<file path="src/rtl/bcd_converter_seq.sv">
// Sequential binary-to-BCD converter (shift-and-add-3) with a registered BCD
// result and a combinational active-low seven-segment decode of that result.
// A start/busy/done handshake runs one conversion over WIDTH shift cycles.
module bcd_converter_seq #(
   parameter int WIDTH    = 8,
   parameter int DIGITS   = 3,
   parameter bit BLANK_LZ = 1'b0
) (
   input  logic                  clock,
   input  logic                  resetn,
   input  logic                  start,
   input  logic [WIDTH-1:0]      bin,
   output logic                  busy,
   output logic                  done,
   output logic [4*DIGITS-1:0]   bcd,
   output logic [7*DIGITS-1:0]   hex
);

   localparam int AW = 4 * DIGITS;
   localparam int CW = $clog2(WIDTH + 1);

   typedef enum logic {
      IDLE  = 1'b0,
      SHIFT = 1'b1
   } state_t;

   state_t           state_q, state_d;
   logic [WIDTH-1:0] sh_q, sh_d;
   logic [AW-1:0]    acc_q, acc_d;
   logic [AW-1:0]    acc_adj, acc_shift;
   logic [CW-1:0]    cnt_q, cnt_d;
   logic [AW-1:0]    bcd_q, bcd_d;
   logic             busy_q, busy_d;
   logic             done_q, done_d;
   logic             higher_zero;

   // Active-low segment pattern for one BCD digit, bit order a(0)..g(6).
   function automatic logic [6:0] seg7(input logic [3:0] d);
      case (d)
         4'd0:    seg7 = 7'b1000000;
         4'd1:    seg7 = 7'b1111001;
         4'd2:    seg7 = 7'b0100100;
         4'd3:    seg7 = 7'b0110000;
         4'd4:    seg7 = 7'b0011001;
         4'd5:    seg7 = 7'b0010010;
         4'd6:    seg7 = 7'b0000010;
         4'd7:    seg7 = 7'b1111000;
         4'd8:    seg7 = 7'b0000000;
         4'd9:    seg7 = 7'b0010000;
         default: seg7 = 7'b1111111;
      endcase
   endfunction

   // Add-3 correction per digit (no inter-digit carry), then shift in the next binary MSB.
   always_comb begin
      acc_adj = acc_q;
      for (int i = 0; i < DIGITS; i++) begin
         if (acc_q[4*i +: 4] >= 4'd5) begin
            acc_adj[4*i +: 4] = acc_q[4*i +: 4] + 4'd3;
         end
      end
      acc_shift = {acc_adj[AW-2:0], sh_q[WIDTH-1]};
   end

   // Next-state and datapath control for the IDLE/SHIFT handshake.
   always_comb begin
      // NOTE: every signal gets a default before the case so no path leaves one unassigned (no latch).
      state_d = state_q;
      sh_d    = sh_q;
      acc_d   = acc_q;
      cnt_d   = cnt_q;
      bcd_d   = bcd_q;
      busy_d  = busy_q;
      done_d  = 1'b0;
      unique case (state_q)
         IDLE: begin
            if (start) begin
               state_d = SHIFT;
               sh_d    = bin;
               acc_d   = '0;
               cnt_d   = CW'(WIDTH);
               busy_d  = 1'b1;
            end
         end
         SHIFT: begin
            acc_d = acc_shift;
            sh_d  = sh_q << 1;
            cnt_d = cnt_q - CW'(1);
            // Last iteration: publish the shifted accumulator and hand back to IDLE.
            if (cnt_q == CW'(1)) begin
               bcd_d   = acc_shift;
               done_d  = 1'b1;
               busy_d  = 1'b0;
               state_d = IDLE;
            end
         end
         default: state_d = IDLE;
      endcase
   end

   // State and datapath registers; reset aborts any conversion in flight.
   always_ff @(posedge clock or negedge resetn) begin
      if (!resetn) begin
         state_q <= IDLE;
         sh_q    <= '0;
         acc_q   <= '0;
         cnt_q   <= '0;
         bcd_q   <= '0;
         busy_q  <= 1'b0;
         done_q  <= 1'b0;
      end else begin
         // NOTE: non-blocking assignments so every register samples pre-edge values.
         state_q <= state_d;
         sh_q    <= sh_d;
         acc_q   <= acc_d;
         cnt_q   <= cnt_d;
         bcd_q   <= bcd_d;
         busy_q  <= busy_d;
         done_q  <= done_d;
      end
   end

   // Seven-segment decode of the held result, with optional leading-zero blanking.
   always_comb begin
      hex         = '1;
      higher_zero = 1'b1;
      for (int i = DIGITS - 1; i >= 0; i--) begin
         higher_zero = higher_zero && (bcd_q[4*i +: 4] == 4'd0);
         if (BLANK_LZ && (i > 0) && higher_zero) begin
            hex[7*i +: 7] = 7'b1111111;
         end else begin
            hex[7*i +: 7] = seg7(bcd_q[4*i +: 4]);
         end
      end
   end

   assign busy = busy_q;
   assign done = done_q;
   assign bcd  = bcd_q;

endmodule

</file>
<file path="config.mk">
export PLATFORM = sky130hd
export DESIGN_NAME = bcd_converter_seq
export DESIGN_NICKNAME = d
export VERILOG_FILES = /design/src/rtl/bcd_converter_seq.sv
export SDC_FILE = /design/constraint.sdc
export NUM_CORES = 1
export LEC_CHECK = 0
export ABC_AREA = 1
export CAP_MARGIN = 20
export CORE_MARGIN = 1.5
export CORE_UTILIZATION = 45
export CTS_CLUSTER_SIZE = 24
export DETAILED_ROUTE_END_ITERATION = 7
export DONT_BUFFER_PORTS = 1
export PLACE_DENSITY_LB_ADDON = 0.05
export SYNTH_ARGS = -nofsm -noshare
export SYNTH_HDL_FRONTEND = slang
export SYNTH_SLANG_ARGS = --single-unit
</file>
<file path="constraint.sdc">
create_clock -name clock -period 2.2 [get_ports clock]
set_clock_uncertainty 0.05 [all_clocks]
set_input_delay 0.22 -clock clock [delete_from_list [all_inputs] [get_ports clock]]
set_output_delay 0.22 -clock clock [all_outputs]
set_load 0.01 [all_outputs]
</file>
==> results.sh, run 1 <==
export IMPL_status="finished clean"
export IMPL_crit_family="flip-flops"
export IMPL_power_w=0.004104
export IMPL_ctsRootBufferMaster="clkbuf_8"
export IMPL_setup_violations=0
export IMPL_seq_area_frac_synth_pct=40.86
export IMPL_cts_htree_levels=2
export IMPL_io_buffers=0
export IMPL_io_pins=46
export IMPL_min_path_cells=2
export IMPL_yosysTopAreaCell="dfrtp_1"
export IMPL_routed_wl_um=4635
export IMPL_rsz0062_at_grt="no"
export IMPL_cts_setup_buffers=0
export IMPL_clock_sinks=39
export IMPL_peakVddDrop_mv=0.5501
export IMPL_r2r_start="state_q$_DFF_PN0_"
export IMPL_antenna_found_initial=0
export IMPL_start_util_pct=46.77
export IMPL_firstDrtPassIters=4
export IMPL_hold_viol_final=0
export IMPL_drtIter0Drc=79
export IMPL_worst_path_buf_inv=2
export IMPL_clk_pin_slew_ns=0.07
export IMPL_final_instance_count_excl_fill=372
export IMPL_min_to="sh_q[0]$_DFFE_PN0P_"
export IMPL_cts_resized=0
export IMPL_synth_top_area_share_pct=40.86
export IMPL_grt_overflow=0
export IMPL_reg2reg_depth=6
export IMPL_cp_depth=5
export IMPL_min_from="bin[0]"
export IMPL_power_per_cell_area_nw_per_um2=1611
export IMPL_crit_required_ns=1.93
export IMPL_slew_viol_final=0
export IMPL_reg2reg_setup_slack_ns=0.75
export IMPL_critical_path_max_fanout=6
export IMPL_fin_crit_sh_pct=87.45
export IMPL_min_period_ns=1.924
export IMPL_relSlewSlack_pct=73.01
export IMPL_synth_area_leaders="dfrtp_1, nand2_1, ha_1, o21ai_0, nand3_1"
export IMPL_n_fill_cell=513
export IMPL_cpMaxStageDelayCell="dfrtp_1"
export IMPL_grtUsageTotal_pct=17.13
export IMPL_gp_congestion=0.8490
export IMPL_clock_path_buffers=2
export IMPL_synth_distinct_cells=24
export IMPL_drv_cap=0
export IMPL_fp_row_count=26
export IMPL_die_area_um2=5754
export IMPL_nets=336
export IMPL_crit_start="bcd[5]$_DFFE_PN0P_"
export IMPL_antenna_cells=0
export IMPL_grt_pass1_wl_um=7500
export IMPL_yosysWarnings=0
export IMPL_regToRegEndpoint="sh_q[1]$_DFFE_PN0P_"
export IMPL_num_vias=1881
export IMPL_route_detailed_drc=0
export IMPL_syn_to_final_growth_pct=6.653
export IMPL_crit_chain="inv_1 > ha_1 > nand2_1 > inv_1 > o21ai_0"
export IMPL_die_w_um=75.86
export IMPL_worstSkewPairLatency_ns=0.28
export IMPL_cts_tree="built"
export IMPL_grt_pass1_vias=1705
export IMPL_clock_fmax_mhz=519.8
export IMPL_syn_area_um2=2389
export IMPL_wl_per_cell_um=12.46
export IMPL_ys_ff_latch=39
export IMPL_grt_max_degree=40
export IMPL_hold_class="input pin to register"
export IMPL_die_y_um=75.86
export IMPL_cp_start_kind="register"
export IMPL_synthesis_nets=333
export IMPL_worst_pin_slew_ns=0.4006
export IMPL_numCtsBuffers=5
export IMPL_fin_setup_tns_ns=0
export IMPL_power_leakage_nw=1.309
export IMPL_placed_cells=363
export IMPL_hpwl_um=3317
export IMPL_drive_gt1_share_pct=7.285
export IMPL_syn_inst=299
export IMPL_drtAntennaViolNets=0
export IMPL_crit_arrival_ns=1.65
export IMPL_coreArea_um2=5107
export IMPL_crit_top_cell="inv_1"
export IMPL_end_kind="output pin"
export IMPL_timing_worst_setup_path_type="register to output pin"
export IMPL_via_per_inst=5.056
export IMPL_max_stage_delay_ns=0.50
export IMPL_avgSynthCellArea_um2=7.988
## cell usage after synthesis
master and n:
a21oi_1 1, buf_2 4, buf_6 3, clkinv_2 1, dfrtp_1 39, ha_1 23, inv_1 36, inv_2 1
inv_4 1, inv_8 1, nand2_1 86, nand2_8 1, nand3_1 29, nand3_4 1, nand4_1 7, nor2_1 12
nor2_2 2, nor2_4 1, o211ai_1 4, o21ai_0 33, o21ai_1 2, o21ai_2 4, o22ai_1 6, xnor2_1 1
## how the worst max path moves through the flow
| stage | slack, ns | to |
|---|---|---|
| floorplan | 0.70 | hex[17] |
| global placement | 0.61 | hex[3] |
| detailed placement | 0.57 | hex[3] |
| CTS | 0.25 | hex[3] |
| global route | 0.12 | hex[3] |
| finish | 0.28 | hex[10] |
## state kept, by name, indices dropped and copies added (netlist names)
name	count
acc_q	12
bcd	12
busy	1
cnt_q	4
done	1
sh_q	8
state_q	1
## cell families (layout without fill, tap and decap cells)
family / Yosys count / in the layout / synth area share [%]
adders and majority gates: 23 / 23 / 12.05
DFF: 39 / 39 / 40.86
AOI/OAI and AO/OA: 50 / 50 / 11.84
buffers and inverters: 47 / 50 / 9.010
xor gates and xnor gates: 1 / 1 / 0.3668
and+or+nand+nor: 139 / 139 / 25.88
## what timing repair did
item / 4_1_cts / 5_1_grt
endpoints found under the hold margin: 39 / 0
hold buffers: 2 / 0
setup endpoints to repair: 0 / 0
## metal layers
metal	vias up	routed length [um]	GRT usage [%]
met5	-	0	0
met4	0	53	4.762
met3	6	255	4.630
met2	41	1989	27.83
met1	856	2337	22.52
li1	978	-	-
## worst register-to-register path: stages, from the launching register on
cell      delay, ns
dfrtp_1        0.56
buf_4          0.31
inv_8          0.08
nand2_8        0.10
inv_4          0.09
nand2_1        0.07
o211ai_1       0.08
## stage by stage
| stage | area [um^2] | worst slack [ns] | utilization (%) | hold WS (ns) |
|---|---|---|---|---|
| 2_1_floorplan | 2389 | 0.6998 | - | -0.1256 |
| 3_3_place_gp | 2430 | 0.6105 | 47.57 | -0.1247 |
| 3_5_place_dp | 2430 | 0.5747 | 47.57 | -0.1248 |
| 4_1_cts | 2547 | 0.2539 | 49.88 | 0.004646 |
| 5_1_grt | 2547 | 0.1155 | 49.88 | 0.005675 |
| 6_report | 2547 | 0.2762 | 49.88 | 0.01319 |
## power by group
part,internal [W],switching (W)
sequential,0.00106,0.000454
combinational,0.000701,0.00142
clock,0.000246,0.000229
## cell type report
type	count	area (um^2)	share of cell area, %
inverters	40	161.4	6.336
well taps	70	87.58	3.438
multi-input cells	213	1197	47.00
flip-flops and latches	39	975.9	38.31
clock buffers	6	82.58	3.242
repair buffers	3	37.54	1.473
clock inverters	1	5.005	0.1965
## cells in the final DEF (no fill, tap or decap), types with 2 or more instances in the layout
master     n
inv_1     36
o22ai_1    6
clkinv_2   2
nor2_2     2
nand2_1   86
clkbuf_8   6
o21ai_1    2
nand3_1   29
o21ai_2    4
nor2_1    12
dfrtp_1   39
o21ai_0   33
nand4_1    7
o211ai_1   4
ha_1      23
Power figures use the tool's default switching activity.
==> inputs of run 2 (changes only) <==
- CORE_ASPECT_RATIO: unset -> 1.75
==> run 2 against run 1 <==
Net effect: utilization rose by 0.32 points; register-to-register slack better by 0.02 ns; critical path depth stayed put; the run now ends with DRC left; highest routed layer unchanged; cell count down 4.3%; via count increased by 0.58%; worst hold slack worse by 0.0059 ns.
==> results.sh, run 2 (synthesis gave the netlist of run 1 again) <==
export IMPL_status="finished with violations"
export IMPL_violations="DRC"
export IMPL_gp_congestion=0.8181
export IMPL_drv_cap=0
export IMPL_grtUsageTotal_pct=18.52
export IMPL_min_from="bin[0]"
export IMPL_die_w_um=58.08
export IMPL_grt_max_degree=40
export IMPL_num_vias=1892
export IMPL_max_stage_delay_ns=0.51
export IMPL_drtAntennaViolNets=0
export IMPL_crit_required_ns=1.93
export IMPL_route_detailed_drc=3
export IMPL_syn_to_final_growth_pct=5.500
export IMPL_antenna_found_initial=0
export IMPL_r2r_start="cnt_q[1]$_DFFE_PN0P_"
export IMPL_power_w=0.004090
export IMPL_grt_overflow=0
export IMPL_cp_start_kind="register"
export IMPL_crit_chain="inv_1 > ha_1 > nand2_1 > inv_1 > o21ai_0"
export IMPL_hold_class="input pin to register"
export IMPL_setup_violations=0
export IMPL_worstSkewPairLatency_ns=0.29
export IMPL_worst_pin_slew_ns=0.3729
export IMPL_most_common_layout_cells="nand2_1, dfrtp_1, inv_1, o21ai_0, nand3_1"
export IMPL_drtIter0Drc=87
export IMPL_ctsRootBufferMaster="clkbuf_8"
export IMPL_grt_pass1_vias=1905
export IMPL_io_pins=46
export IMPL_relSlewSlack_pct=74.88
export IMPL_grt_pass1_wl_um=8321
export IMPL_timing_worst_setup_path_type="register to output pin"
export IMPL_hpwl_um=3554
export IMPL_regToRegEndpoint="bcd[4]$_DFFE_PN0P_"
export IMPL_cts_setup_buffers=0
export IMPL_final_common_cell="nand2_1"
export IMPL_crit_arrival_ns=1.68
export IMPL_critical_path_max_fanout=6
export IMPL_power_leakage_nw=1.303
export IMPL_rsz0062_at_grt="no"
export IMPL_crit_family="flip-flops"
export IMPL_die_y_um=99.38
export IMPL_min_period_ns=1.951
export IMPL_reg2reg_setup_slack_ns=0.77
export IMPL_cts_tree="built"
export IMPL_clock_sinks=39
export IMPL_fin_setup_tns_ns=0
export IMPL_peakVddDrop_mv=0.6872
export IMPL_cp_depth=5
export IMPL_hold_viol_final=0
export IMPL_worst_path_buf_inv=2
export IMPL_clock_fmax_mhz=512.4
export IMPL_numCtsBuffers=5
export IMPL_drive_gt1_share_pct=6.954
export IMPL_fp_row_count=34
export IMPL_clock_path_buffers=2
export IMPL_coreArea_um2=5020
export IMPL_antenna_cells=0
export IMPL_via_per_inst=5.315
export IMPL_io_buffers=0
export IMPL_nets=337
export IMPL_crit_top_cell="inv_1"
export IMPL_cp_endpoint="hex[3]"
export IMPL_reg2reg_depth=6
export IMPL_cts_htree_levels=2
export IMPL_clk_pin_slew_ns=0.07
export IMPL_firstDrtPassIters=6
export IMPL_slew_viol_final=0
export IMPL_wl_per_cell_um=13.20
export IMPL_die_area_um2=5771
export IMPL_start_util_pct=47.58
export IMPL_fin_crit_sh_pct=88.70
export IMPL_routed_wl_um=4698
export IMPL_crit_start="bcd[1]$_DFFE_PN0P_"
export IMPL_fin_hold_ws_ns=0.007297
export IMPL_power_per_cell_area_nw_per_um2=1623
export IMPL_cpMaxStageDelayCell="dfrtp_1"
export IMPL_end_kind="output pin"
[run 2: final cells by class]
type	instances	area, um^2
Inverter	40	161.4
Clock buffer	6	72.57
Fill cell	510	2500
Sequential cell	39	975.9
Timing Repair Buffer	4	45.04
Tap cell	54	67.56
Multi-Input combinational cell	213	1197
[run 2: power breakdown]
| part | switching (W) | total (W) | internal (W) |
|---|---|---|---|
| Clock | 0.000227 | 0.000438 | 0.000211 |
| Sequential | 0.000451 | 0.00151 | 0.00106 |
| Combinational | 0.00142 | 0.00214 | 0.000721 |
| Total | 0.00210 | 0.00409 | 0.00199 |
[run 2: worst min path at each step]
stage          slack [ns]  cells past startpoint                    to
2_1_floorplan       -0.13                      0  acc_q[0]$_DFFE_PN0P_
3_3_place_gp        -0.12                      0  acc_q[3]$_DFFE_PN0P_
3_5_place_dp        -0.12                      0  acc_q[3]$_DFFE_PN0P_
4_1_cts             0.005                      2   sh_q[0]$_DFFE_PN0P_
5_1_grt              0.01                      2   sh_q[5]$_DFFE_PN0P_
6_report            0.007                      2   sh_q[0]$_DFFE_PN0P_
[run 2: repair_timing]
action / in CTS / in global routing
hold buffers: 2 / 0
endpoints found under the hold margin: 39 / 0
gates resized for setup: 0 / 0
[run 2: routing by layer]
metal	wire (um)	share of wire, %	up-vias	GRT usage (%)
li1	-	-	978	-
met1	1854	39	865	19.63
met2	2570	55	44	34.70
met3	192	4.1	5	4.031
met4	80	1.7	0	6.440
met5	0	0	-	0
[run 2: per-stage QoR]
step                      util, %  instances  cell area, um^2  worst slack [ns]
after floorplan                 -        299             2389            0.6998
after global placement      48.16        348             2417            0.6149
after detailed placement    48.16        348             2417            0.5487
after CTS                   50.20        356             2520            0.2228
after global routing        50.20        356             2520            0.1298
final                       50.20        356             2520            0.2485
